File: src/rtl/instr_fetch_unit.sv
// Program counter, ROM address generator, instruction and immediate registers.
// Optional retired-fetch counter is built only when FETCH_ICOUNT_EN is defined.
module instr_fetch_unit #(
    parameter int          ADDR_W   = 8,
    parameter int          DATA_W   = 8,
    parameter logic [ADDR_W-1:0] RESET_PC = '0
) (
    input  logic              clk,
    input  logic              rst,
    input  logic [DATA_W-1:0] rom_data,
    input  logic [1:0]        fetch,
    input  logic              PC_en,
    input  logic              pc_in,
    input  logic              im_int,
    output logic [ADDR_W-1:0] rom_addr,
    output logic [3:0]        ins,
    output logic [DATA_W-1:0] ir,
    output logic [DATA_W-1:0] imm,
    output logic              halted,
    output logic [15:0]       icount
);

    typedef enum logic {
        RUN  = 1'b0,
        HALT = 1'b1
    } state_t;

    localparam logic [3:0] OP_HLT = 4'b1111;

    state_t            state;
    logic [ADDR_W-1:0] pc;
    logic              running;
    logic              ir_cap;
    logic              imm_cap;
    logic              hlt_seen;
    logic [ADDR_W-1:0] pc_next;

    assign rom_addr = pc;
    assign ins      = ir[DATA_W-1 -: 4];

    // Decode which registers update this cycle; all events read the old pc.
    always_comb begin
        running  = (state == RUN);
        ir_cap   = running && (fetch == 2'b01) && !pc_in;
        imm_cap  = running && im_int;
        hlt_seen = ir_cap && (rom_data[DATA_W-1 -: 4] == OP_HLT);
        pc_next  = pc;
        if (running && PC_en) begin
            if (pc_in) begin
                pc_next = ADDR_W'(rom_data);
            end else begin
                pc_next = pc + ADDR_W'(1);
            end
        end
    end

    // Run/halt controller; halted is a registered copy of the halt state.
    always_ff @(posedge clk or posedge rst) begin
        if (rst) begin
            state  <= RUN;
            halted <= 1'b0;
        end else begin
            unique case (state)
                RUN: begin
                    if (hlt_seen) begin
                        state  <= HALT;
                        halted <= 1'b1;
                    end
                end
                HALT: begin
                    state  <= HALT;
                    halted <= 1'b1;
                end
                default: begin
                    state  <= RUN;
                    halted <= 1'b0;
                end
            endcase
        end
    end

    // Program counter: increment, jump or hold.
    always_ff @(posedge clk or posedge rst) begin
        if (rst) begin
            pc <= RESET_PC;
        end else begin
            pc <= pc_next;
        end
    end

    // Instruction register captures opcode bytes only.
    always_ff @(posedge clk or posedge rst) begin
        if (rst) begin
            ir <= '0;
        end else if (ir_cap) begin
            ir <= rom_data;
        end
    end

    // Immediate register captures operand bytes independently of fetch.
    always_ff @(posedge clk or posedge rst) begin
        if (rst) begin
            imm <= '0;
        end else if (imm_cap) begin
            imm <= rom_data;
        end
    end

`ifdef FETCH_ICOUNT_EN
    // Saturating count of opcode captures.
    always_ff @(posedge clk or posedge rst) begin
        if (rst) begin
            icount <= '0;
        end else if (ir_cap && (icount != 16'hFFFF)) begin
            icount <= icount + 16'd1;
        end
    end
`else
    assign icount = 16'h0000;
`endif

endmodule
File: config.mk
export PLATFORM = sky130hd
export DESIGN_NAME = instr_fetch_unit
export DESIGN_NICKNAME = d
export VERILOG_FILES = /design/src/rtl/instr_fetch_unit.sv
export SDC_FILE = /design/constraint.sdc
export NUM_CORES = 1
export LEC_CHECK = 0
export BUFFER_PORTS_ARGS = -buffer_cell sky130_fd_sc_hd__buf_4
export CELL_PAD_IN_SITES_DETAIL_PLACEMENT = 0
export CELL_PAD_IN_SITES_GLOBAL_PLACEMENT = 1
export CORE_MARGIN = 2
export CORE_UTILIZATION = 35
export CTS_CLUSTER_DIAMETER = 50
export DETAILED_ROUTE_END_ITERATION = 8
export PLACE_DENSITY_LB_ADDON = 0.1
export SYNTH_ARGS = -nofsm -noshare
export SYNTH_HDL_FRONTEND = slang
export SYNTH_SLANG_ARGS = --single-unit
File: constraint.sdc
create_clock -name clk -period 1.93 [get_ports clk]
set_input_delay 0.193 -clock clk [delete_from_list [all_inputs] [get_ports clk]]
set_output_delay 0.193 -clock clk [all_outputs]
set_load 0.005 [all_outputs]
Word level (Yosys, flattened, before mapping)

Cells that the tools add are included.

Register bits after elaboration: 26
Bits of input ports: 15
Output and inout bits: 45
Word-level logic and storage cells: 21

$add $sub $neg: 1
Eq/ne operators: 3
Mux-type cells: 5
Bitwise gates (word level): 1
Reductions and logical operators: 6

Operators with widths:

| operator                                               | count |
|---|---|
| adder 8 x 1 -> 8 bit (second input constant)           | 1 |
| two-way mux 8 bit                                      | 1 |
| logical AND 1 bit                                      | 5 |
| == test 4 bit (second input constant)                  | 1 |
| case mux 1 bit (2 select lines)                        | 2 |
| == test 2 x 1 -> 1 bit (second input constant)         | 1 |
| two-way mux 1 bit                                      | 2 |
| inequality test 2 x 1 -> 1 bit (second input constant) | 1 |
| logical NOT 1 bit                                      | 1 |
| inverter 1 bit                                         | 1 |

Logic depth before layout (Yosys ltp)

Gate-level depths: netlist (run 1).

Depth after elaboration: 6
Gate-level depth with buffers: 5
Gate-level depth less buffers: 4

Worst setup path before layout (run 1)

OpenSTA, ideal clock, no wires.

Path type: register -> register
From: register state
To: register ir[0]
Setup time: 0.125 ns
Arrival: 1.246 ns
Data required time: 1.805 ns
Slack: 0.559 ns
Cell stages (with the launch flop): 3
Buffers on the path: 0
Clock period less this slack: 1.371 ns
Cells stage by stage: dfrtp_1 > nor4b_4 > mux2_2

Longest elaborated chain between the ends: 3

RTL lines:

| item                           | RTL line | source |
|---|---|---|
| start, declared                | 30       | `state_t state;` |
| start signal, assigned         | 60       | `state <= RUN;` |
| start signal, assigned         | 66       | `state <= HALT;` |
| start signal, assigned         | 71       | `state <= HALT;` |
| inverter 1 bit                 | -        |  |
| logical AND 1 bit (2 in a row) | 44       | `ir_cap = running && (fetch == 2'b01) && !pc_in;` |
| end signal, assigned           | 96       | `ir <= rom_data;` |
| end, declared                  | 17       | `output logic [DATA_W-1:0] ir,` |

Every way passes these cells.
A chain may end at the register's enable or synchronous reset.

Worst setup path in the final report (run 1)

From: register state
To: register ir[1]

Same word-level chain as after synthesis.

==> results.md, run 1 <==
- The slack of the worst reg-to-reg path is 0.35 ns.
- The number of hold violations in the final report is 0.
- The arithmetic-cell share of the synthesized area counting full adders, half adders and majority gates is 0.9200%.
- In this run the power spent charging and discharging nets is 0.4626 mW.
- In this run the cell area of the synthesized design comes to 1360 um2.
- The wire length of the first global-routing pass is 4416 um.
- The final-report max-slew violation count came to 0.
- Leaving out fill and tap cells, the most frequent cells in the layout are buf_4 (45), dfrtp_1 (26), mux2_2 (16), conb_1 (16), o21ai_0 (7).
- The synthesized design spends more area on one cell type than any other, namely dfrtp_1.
- The tree is rooted in a clkbuf_8.
- The total overflow left after global routing is 0.
- The share of synthesized area spent on multiplexers is 15.46%.
- In the routed design, unresolved DRC markers number 0.
- The via count of the first global-routing pass came to 901.
- The number of max-cap violations is 0.
- The fraction of registers with async set or reset after synthesis is 100.0%.
- The antenna diode instance count is 0.
- The unique cell type count in the Yosys netlist is 33.
- For this run, the leading register cell type out of synthesis is dfrtp_1.
- The worst-case clock skew is 0.003899 ns.
- The overall power of the completed layout is 1.682 mW.
- The required time reported for the critical path endpoint is 2.09 ns.
- The initial utilization of the core area, before any placement, comes to 36.87%.
- The number of buffers created by CTS is 3.
- The count of yosys warnings during synthesis is 0.
- The path class of the lowest-slack min-delay path is input pin to flip-flop.
- The total iterations of the first detailed-routing run is 4.
- After synthesis, flip-flops and latches occupy 47.84% of the total area.
- In the post-synthesis netlist, the biggest area contributors are dfrtp_1 (48%), mux2_2 (13%), buf_4 (11%).
- The relative contribution of the clock network to total power is 27.0%.
- Global routing used 13.20% of the available tracks.
- The share of synthesized area in the top cell type comes to 47.84%.
- The final layout contains routed wiring with a total length of 2803 um.
- The number of failing setup endpoints in the final timing report is 0.
- The clock net in this run drives a total of 26 sinks.
- The placeable core region is 3689 um2.
- In this run the static leakage power is 0.8095 nW.
- The type of the worst setup path is flip-flop to flip-flop.
- The combinational share of power is 27.5%.
- Counting along the longest clock path gives a buffer depth of 2.
- Summing the areas of all compound-gate instances in the mapped netlist gives 8.464% of the synthesized area.
- CTS built an H-tree with a depth of 1.
- The run finished with clean final reports.
- Dividing total power by cell area gives a power density of 977.5 nW/um2.
- The mean routed wirelength per cell is 13.48 um.
- The worst-case IR drop observed on VDD is 479.7 uV.
- Synthesis produced 119 cells.
- The number of placement rows is 22.
- The arrival time of the worst setup path is 1.74 ns.
- After legalization and detailed placement, the total HPWL measured 2126 um.
- The TritonCTS clock tree is built.
- After detailed routing, the number of vias per cell comes to 4.697.
- STA classifies the critical path endpoint as a flip-flop.
- The count of placed standard cells including taps is 203.
- Internal power comes to 1.219 mW.
- The startpoint identified for the worst hold timing path is rom_data[3].
- The number of antenna violations at the first check in global routing was 0.
- STA classifies the critical path startpoint as a flip-flop.
- The worst relative slew slack is 57.30%.
- Setup repair after global routing left no endpoint under its margin.
- At the placement stage, the worst setup path has a slack of 0.3642 ns.
- The die covers 4400 um2.
- The combinational family with the most area after synthesis is multiplexers.
- In this run the critical register-to-register path is captured at ir[1].
- The maximum fanout count along the critical path is 9.
- The number of flip-flops and latches in the synthesized netlist is 26.
- The synthesized area per cell is 11.43 um2.
- Static timing analysis puts the maximum clock frequency at 632.2 MHz.
- The number of design-rule violations left by the first detailed-router iteration is 46.
- The number of port buffers is 43.
- In this run the critical register-to-register path is launched from state.
- The most common cell after layout, fill and taps aside is buf_4.
- The worst setup path startpoint is state.
- In the final layout, the share of cells above drive strength 1 is 41.88%.
- The clock latency on the worst-skew pair is 0.27 ns.
- Entering global routing, the biggest net connects 27 pins.
- The clock-pin slew of the registers on the worst-case setup and hold paths is 0.09 ns.
- Sequential cells burn 45.5% of the power.
- The final critical-path share of the clock period is 81.96%.
- On the worst path, the slowest cell contributes a delay of 0.59 ns.
- Of the total power, the share spent switching nets is 27.51%.
- The number of ports placed on the die boundary is 60.
- The cell with the biggest individual delay on the critical path is nor4b_4.
- The height of the die is 66.34 um.
- Counting I/O delays and the setup requirement, the final critical path takes 1.582 ns.
- The die is 66.34 um wide.
- The finished layout holds 208 standard cells, fillers aside.
- The post-route core utilization is 46.64%.
- The congestion estimate from routability-driven global placement came to 0.7627.
- The number of cell instances on the worst register-to-register path is 2.
- After Yosys synthesis, XOR and XNOR cells account for 0% of the synthesized area.
- The area growth from synthesis to layout is 26.49%.
- Post-CTS timing repair inserted 0 buffers for setup.
- The count of antenna-violating nets left after detailed routing is 0.
- Traced cell by cell, the critical path runs through nor4b_4, mux2_2.
- The setup total negative slack is 0 ns.
- The overall via count from detail_route is 977.
- The number of synthesized flops with an enable pin is 0.
- After Yosys synthesis, and, or, nand and nor cells account for 13.62% of the synthesized area.
- The slew at the pin closest to its max-slew limit is 0.6378 ns.
- In the final design database the tool counted 177 nets.
- The termination of the worst setup path is ir[1].
- Once routing completed, OpenROAD measured the worst setup slack at 0.3482 ns.
==> cells in the mapped netlist (2+ instances only) <==
cell      count
and4_1        2
dfrtp_1      26
mux2i_1       3
buf_4        20
nor2_1        4
o21ai_0       7
nand2b_1      3
nor2b_1       2
mux2_2       16
nand3_1       3
buf_2         2
a211oi_1      2
nand2_1       3
a21oi_1       5
inv_1         2
and3_1        2
==> stage by stage <==
stage               hold WS (ns)  area [um2]
detailed placement        0.2797        1639
finish                    0.1789        1720
floorplan                 0.2330        1416
global route              0.1747        1720
global placement          0.2787        1639
CTS                       0.1732        1720
==> sequential cells by signal, indices dropped and copies added, names as in the netlist <==
register	count
state	1
imm	8
ir	8
halted	1
rom_addr	8
==> repair_timing <==
action / CTS / global route
hold buffers: 1 / 0
gates resized for setup: 0 / 0
hold endpoints to repair: 26 / 0
==> per-layer routing <==
metal | vias to the layer above | global-route usage [%] | wire (um)
met2 | 38 | 20.88 | 1313
met4 | 0 | 3.827 | 14
li1 | 466 | - | -
met1 | 471 | 18.57 | 1302
met5 | - | 0 | 0
met3 | 2 | 2.044 | 172
==> cells by family (layout without fill, tap and decap cells) <==
family	count (synthesis)	in the layout
AND/OR/NAND/NOR	27	27
flip-flops	26	26
buffers and inverters	26	52
AO/OA/AOI/OAI	19	19
multiplexers	19	19
adder cells (fa/ha/maj)	1	1
other	1	16
==> worst min path at each step <==
stage,endpoint,depth (start not counted)
finish,ir[3],2
CTS,ir[3],2
global placement,imm[7],3
detailed placement,imm[3],3
floorplan,halted,1
global route,ir[0],2
==> critical path, delay by kind of cell, from the launching register on <==
family,cells,cell delay [ns]
simple gates,1,0.59
mux,1,0.40
flops,1,0.48
==> power by group through the flow <==
stage,Clock [mW],Combinational [mW],Sequential (mW)
floorplan,0,0.247,0.766
global placement,0,0.463,0.774
detailed placement,0,0.472,0.776
CTS,0.465,0.473,0.766
global route,0.493,0.515,0.784
finish,0.454,0.462,0.766
==> final cells by class <==
cell class                 count  area, um2
fill                         356       1968
sequential                    26      650.6
multi-input combinational     82      583.1
timing repair buffer          46      347.8
tap                           48      60.06
clock buffer                   3      41.29
clock inverter                 1      30.03
inverter                       2      7.507
Note: power is estimated with default switching activity, not from simulation.
==> run 2, diff against run 1 <==
ABC_AREA = 1   (was not set)
CORE_UTILIZATION = 33   (was 35)
clock period = 1.5 ns   (was 1.93 ns; I/O delays follow)
==> run 2 against run 1 <==
Compared with the run above: power down 27%; worst hold slack worse by 0.024 ns; clock skew is 0.0020 ns lower; register-to-register slack lost 0.17 ns; largest cell class unchanged; highest routed layer unchanged.
==> results.md, run 2 <==
- The sequential-to-total area share from yosys stat was 47.66% (-0.18 points).
- The combined buffer and inverter count along the critical path was 2 (+2).
- The most used cell along the critical path is nand2_1.
- The cell taking the most area after synthesis is dfrtp_1.
- The effective utilization at floorplan is 34.13% (-2.7 points).
- The largest net degree at the start of global routing came to 27 (unchanged).
- The total track usage came to 14.34% (+1.1 points).
- STA classifies the critical path startpoint as a flip-flop.
- By area the synthesized netlist is led by dfrtp_1 (48%), nand2_1 (13%), buf_4 (11%).
- Leaving out fill and tap cells, the most frequent cells in the layout are nand2_1 (46), buf_4 (44), dfrtp_1 (26).
- The wire length of the first global-routing pass is 5002 um (+13%).
- The run finished with clean final reports.
- The number of nets at the end of the flow came to 222 (+25%).
- The remaining global-route overflow came to 0 (unchanged).
- The number of ports placed on the die boundary is 60 (unchanged).
- The number of buffers created by CTS is 3 (unchanged).
- The number of buffers on the longest clock path came to 2 (unchanged).
- The H-tree depth is 1 (unchanged).
- The number of max-cap violations came to 0 (unchanged).
- The number of placement rows is 23 (+4.5%).
- The most common cell in the synthesized netlist is nand2_1.
- The biggest cell delay along the critical path is 0.38 ns (-0.21 ns).
- The required time reported for the critical path endpoint is 1.65 ns (-0.44 ns).
- The library cell used most frequently in the layout, excluding fill and tap cells, is nand2_1.
- The placeable core region is 4000 um2 (+8.4%).
- The fmax is 757.9 MHz (+20%).
- The fraction of layout instances using a drive strength above 1 is 24.88% (-17 points).
- The synthesized area per cell is 8.223 um2 (-28%).
- The die outline width was 68.32 um (+3.0%).
- The overall power of the completed layout is 1.228 mW (-27%).
- The number of hold violations in the final report is 0 (unchanged).
- The total power per unit cell area is 728.5 nW/um2 (-25%).
- The worst setup margin was 0.1806 ns (-0.1675 ns).
- The critical path goes through inv_2, nand2_1, inv_1, o21ai_0, nand2_1, o21ai_1.
- The largest delay contributor family on the critical path is flip-flops.
- The number of synthesized flops with an enable pin is 0 (unchanged).
- The mean routed wirelength per cell is 11.89 um (-12%).
- The number of antenna violations at the first check in global routing came to 0 (unchanged).
- The count of yosys warnings during synthesis is 0 (unchanged).
- The setup slack after placement is 0.1864 ns (-0.1778 ns).
- The setup total negative slack is 0 ns (unchanged).
- The maximum fanout count along the critical path is 11 (+2).
- The height of the die is 68.32 um (+3.0%).
- TritonCTS built the clock tree.
- The share of Yosys cell area claimed by the top area cell type is 47.66% (-0.18 points).
- The fraction of registers with async set or reset after synthesis is 100.0% (unchanged).
- The post-synth design cell area is 1365 um2 (+0.37%).
- The worst-case clock skew came to 0.001895 ns (-0.002005 ns).
- The antenna diode instance count is 0 (unchanged).
- The worst hold path belongs to the class input pin to flip-flop.
- The area overhead of the layout relative to synthesis is 23.46%.
- The number of design-rule violations left by the first detailed-router iteration is 58 (+26%).
- The clock latency on the worst-skew pair came to 0.26 ns (about the same).
- By startpoint and endpoint, the worst setup path is classified as flip-flop to flip-flop.
- The leakage power total is 0.8960 nW (+11%).
- The post-synthesis cell count came to 166 (+39%).
- The minimum clock period after layout is 1.319 ns (-0.2625 ns).
- The endpoint kind of the worst setup timing path is a flip-flop.
- The clock-pin slew of the registers on the worst-case setup and hold paths is 0.09 ns (about the same).
- The unique cell type count in the Yosys netlist was 20 (-39%).
- The overall via count from detail_route is 1102 (+13%).
- After synthesis, the most frequently instantiated cells are nand2_1 (46), dfrtp_1 (26), buf_4 (20).
- The number of flip-flops and latches in the synthesized netlist is 26 (unchanged).
- The final critical-path share of the clock period is 87.96% (+6.0 points).
- The arrival time of the worst setup path was 1.47 ns (-0.27 ns).
- The number of port buffers was 43 (unchanged).
- The count of antenna-violating nets left after detailed routing is 0 (unchanged).
- The remaining routing DRC violations is 0 (unchanged).
- The number of failing setup endpoints in the final timing report was 0 (unchanged).
- The buffer cell driving the clock tree root is clkbuf_8.
- The worst ir drop on vdd is 252.1 uV (-47%).
- The final-report max-slew violation count was 0 (unchanged).
- For this design, the slowest cell found on the critical path is dfrtp_1.
- The overall die area is 4667 um2 (+6.1%).
- The ratio of routed vias to standard cells is 4.322 (-8.0%).
- Among all flip-flop cells after synthesis, the most frequent one is dfrtp_1.
- The final weighted congestion in routability-driven placement is 0.8070 (+5.8%).
- The total iterations of the first detailed-routing run was 4 (unchanged).
- The overall routed net length came to 3033 um (+8.2%).
- The number of sinks driven by the clock tree came to 26 (unchanged).
- Setup repair after global routing left no endpoint under its margin.
- The HPWL reported at the end of detailed placement is 2369 um (+11%).
- The number of cells upsized or downsized after cts is 0 (unchanged).
- The via count of the first global-routing pass is 1054 (+17%).
## run 2: changes by cell type after synthesis, moves of 4 or more
cell     previous run  this run
nand2_1             3        46
o21ai_0             7        12
nand3_1             3         7
mux2_2             16         0
o21ai_1             0        10
inv_1               2        17
## run 2: worst reg2reg max path: stages (launching register included)
cell and delay [ns]:
dfrtp_1 0.38, inv_2 0.10, nand2_1 0.25, inv_1 0.21, o21ai_0 0.14, nand2_1 0.08
o21ai_1 0.05
## run 2: stage by stage
stage,area [um2],hold WS [ns],util [%],cells
2_1_floorplan,1421,0.1900,-,181
3_3_place_gp,1620,0.2332,40.51,250
3_5_place_dp,1620,0.2400,40.51,250
4_1_cts,1685,0.1495,42.13,255
5_1_grt,1685,0.1513,42.13,255
6_report,1685,0.1549,42.13,255
## run 2: cell families (layout without fill, tap and decap cells)
family / Yosys count / count (layout) / share of synthesized area [%]
buf+inv: 43 / 67 / 19.16
fa+ha+maj: 1 / 1 / 0.9164
other cells: 1 / 16 / 0.2747
simple gates: 64 / 64 / 20.44
flops: 26 / 26 / 47.66
compound gates: 31 / 31 / 11.55
## run 2: routing by layer
layer  global-route usage (%)  routed length [um]  part of all wire, %  vias up
met5                        0                   0                    0        -
li1                         -                   -                    -      564
met2                    24.03                1434                   47       27
met1                    18.87                1407                   46      509
met3                    1.809                 166                  5.5        2
met4                    5.250                  24                 0.79        0
## run 2: area by class of cell
cell class | instances | area, um2
sequential | 26 | 650.6
fill | 437 | 2315
multi-input combinational | 112 | 509.2
inverter | 18 | 67.56
clock buffer | 4 | 55.05
tap | 50 | 62.56
timing repair buffer | 45 | 340.3
## run 2: repair_timing
item                                   4_1_cts  5_1_grt
buffers inserted                             0        0
hold buffers                                 1        0
endpoints found under the hold margin       26        0
## run 2: power by group
part | internal, mW | switching [mW] | leakage [nW] | total (mW)
combinational | 0.0333 | 0.0543 | 0.519 | 0.0876
clock | 0.234 | 0.206 | 0.0288 | 0.440
sequential | 0.700 | 0 | 0.348 | 0.700
## run 2: path summary, 6_finish.rpt
kind,start,endpoint,slack [ns],cells after the start
worst max-delay path,state,rom_addr[3],0.18,6
worst min-delay path,rom_data[1],rom_addr[1],0.15,3
worst max register to register,state,rom_addr[3],0.18,6
worst min register to register,halted,halted,0.49,1
max in group asynchronous,rst,rom_addr[6],0.76,4
min in group asynchronous,rst,halted,0.49,4
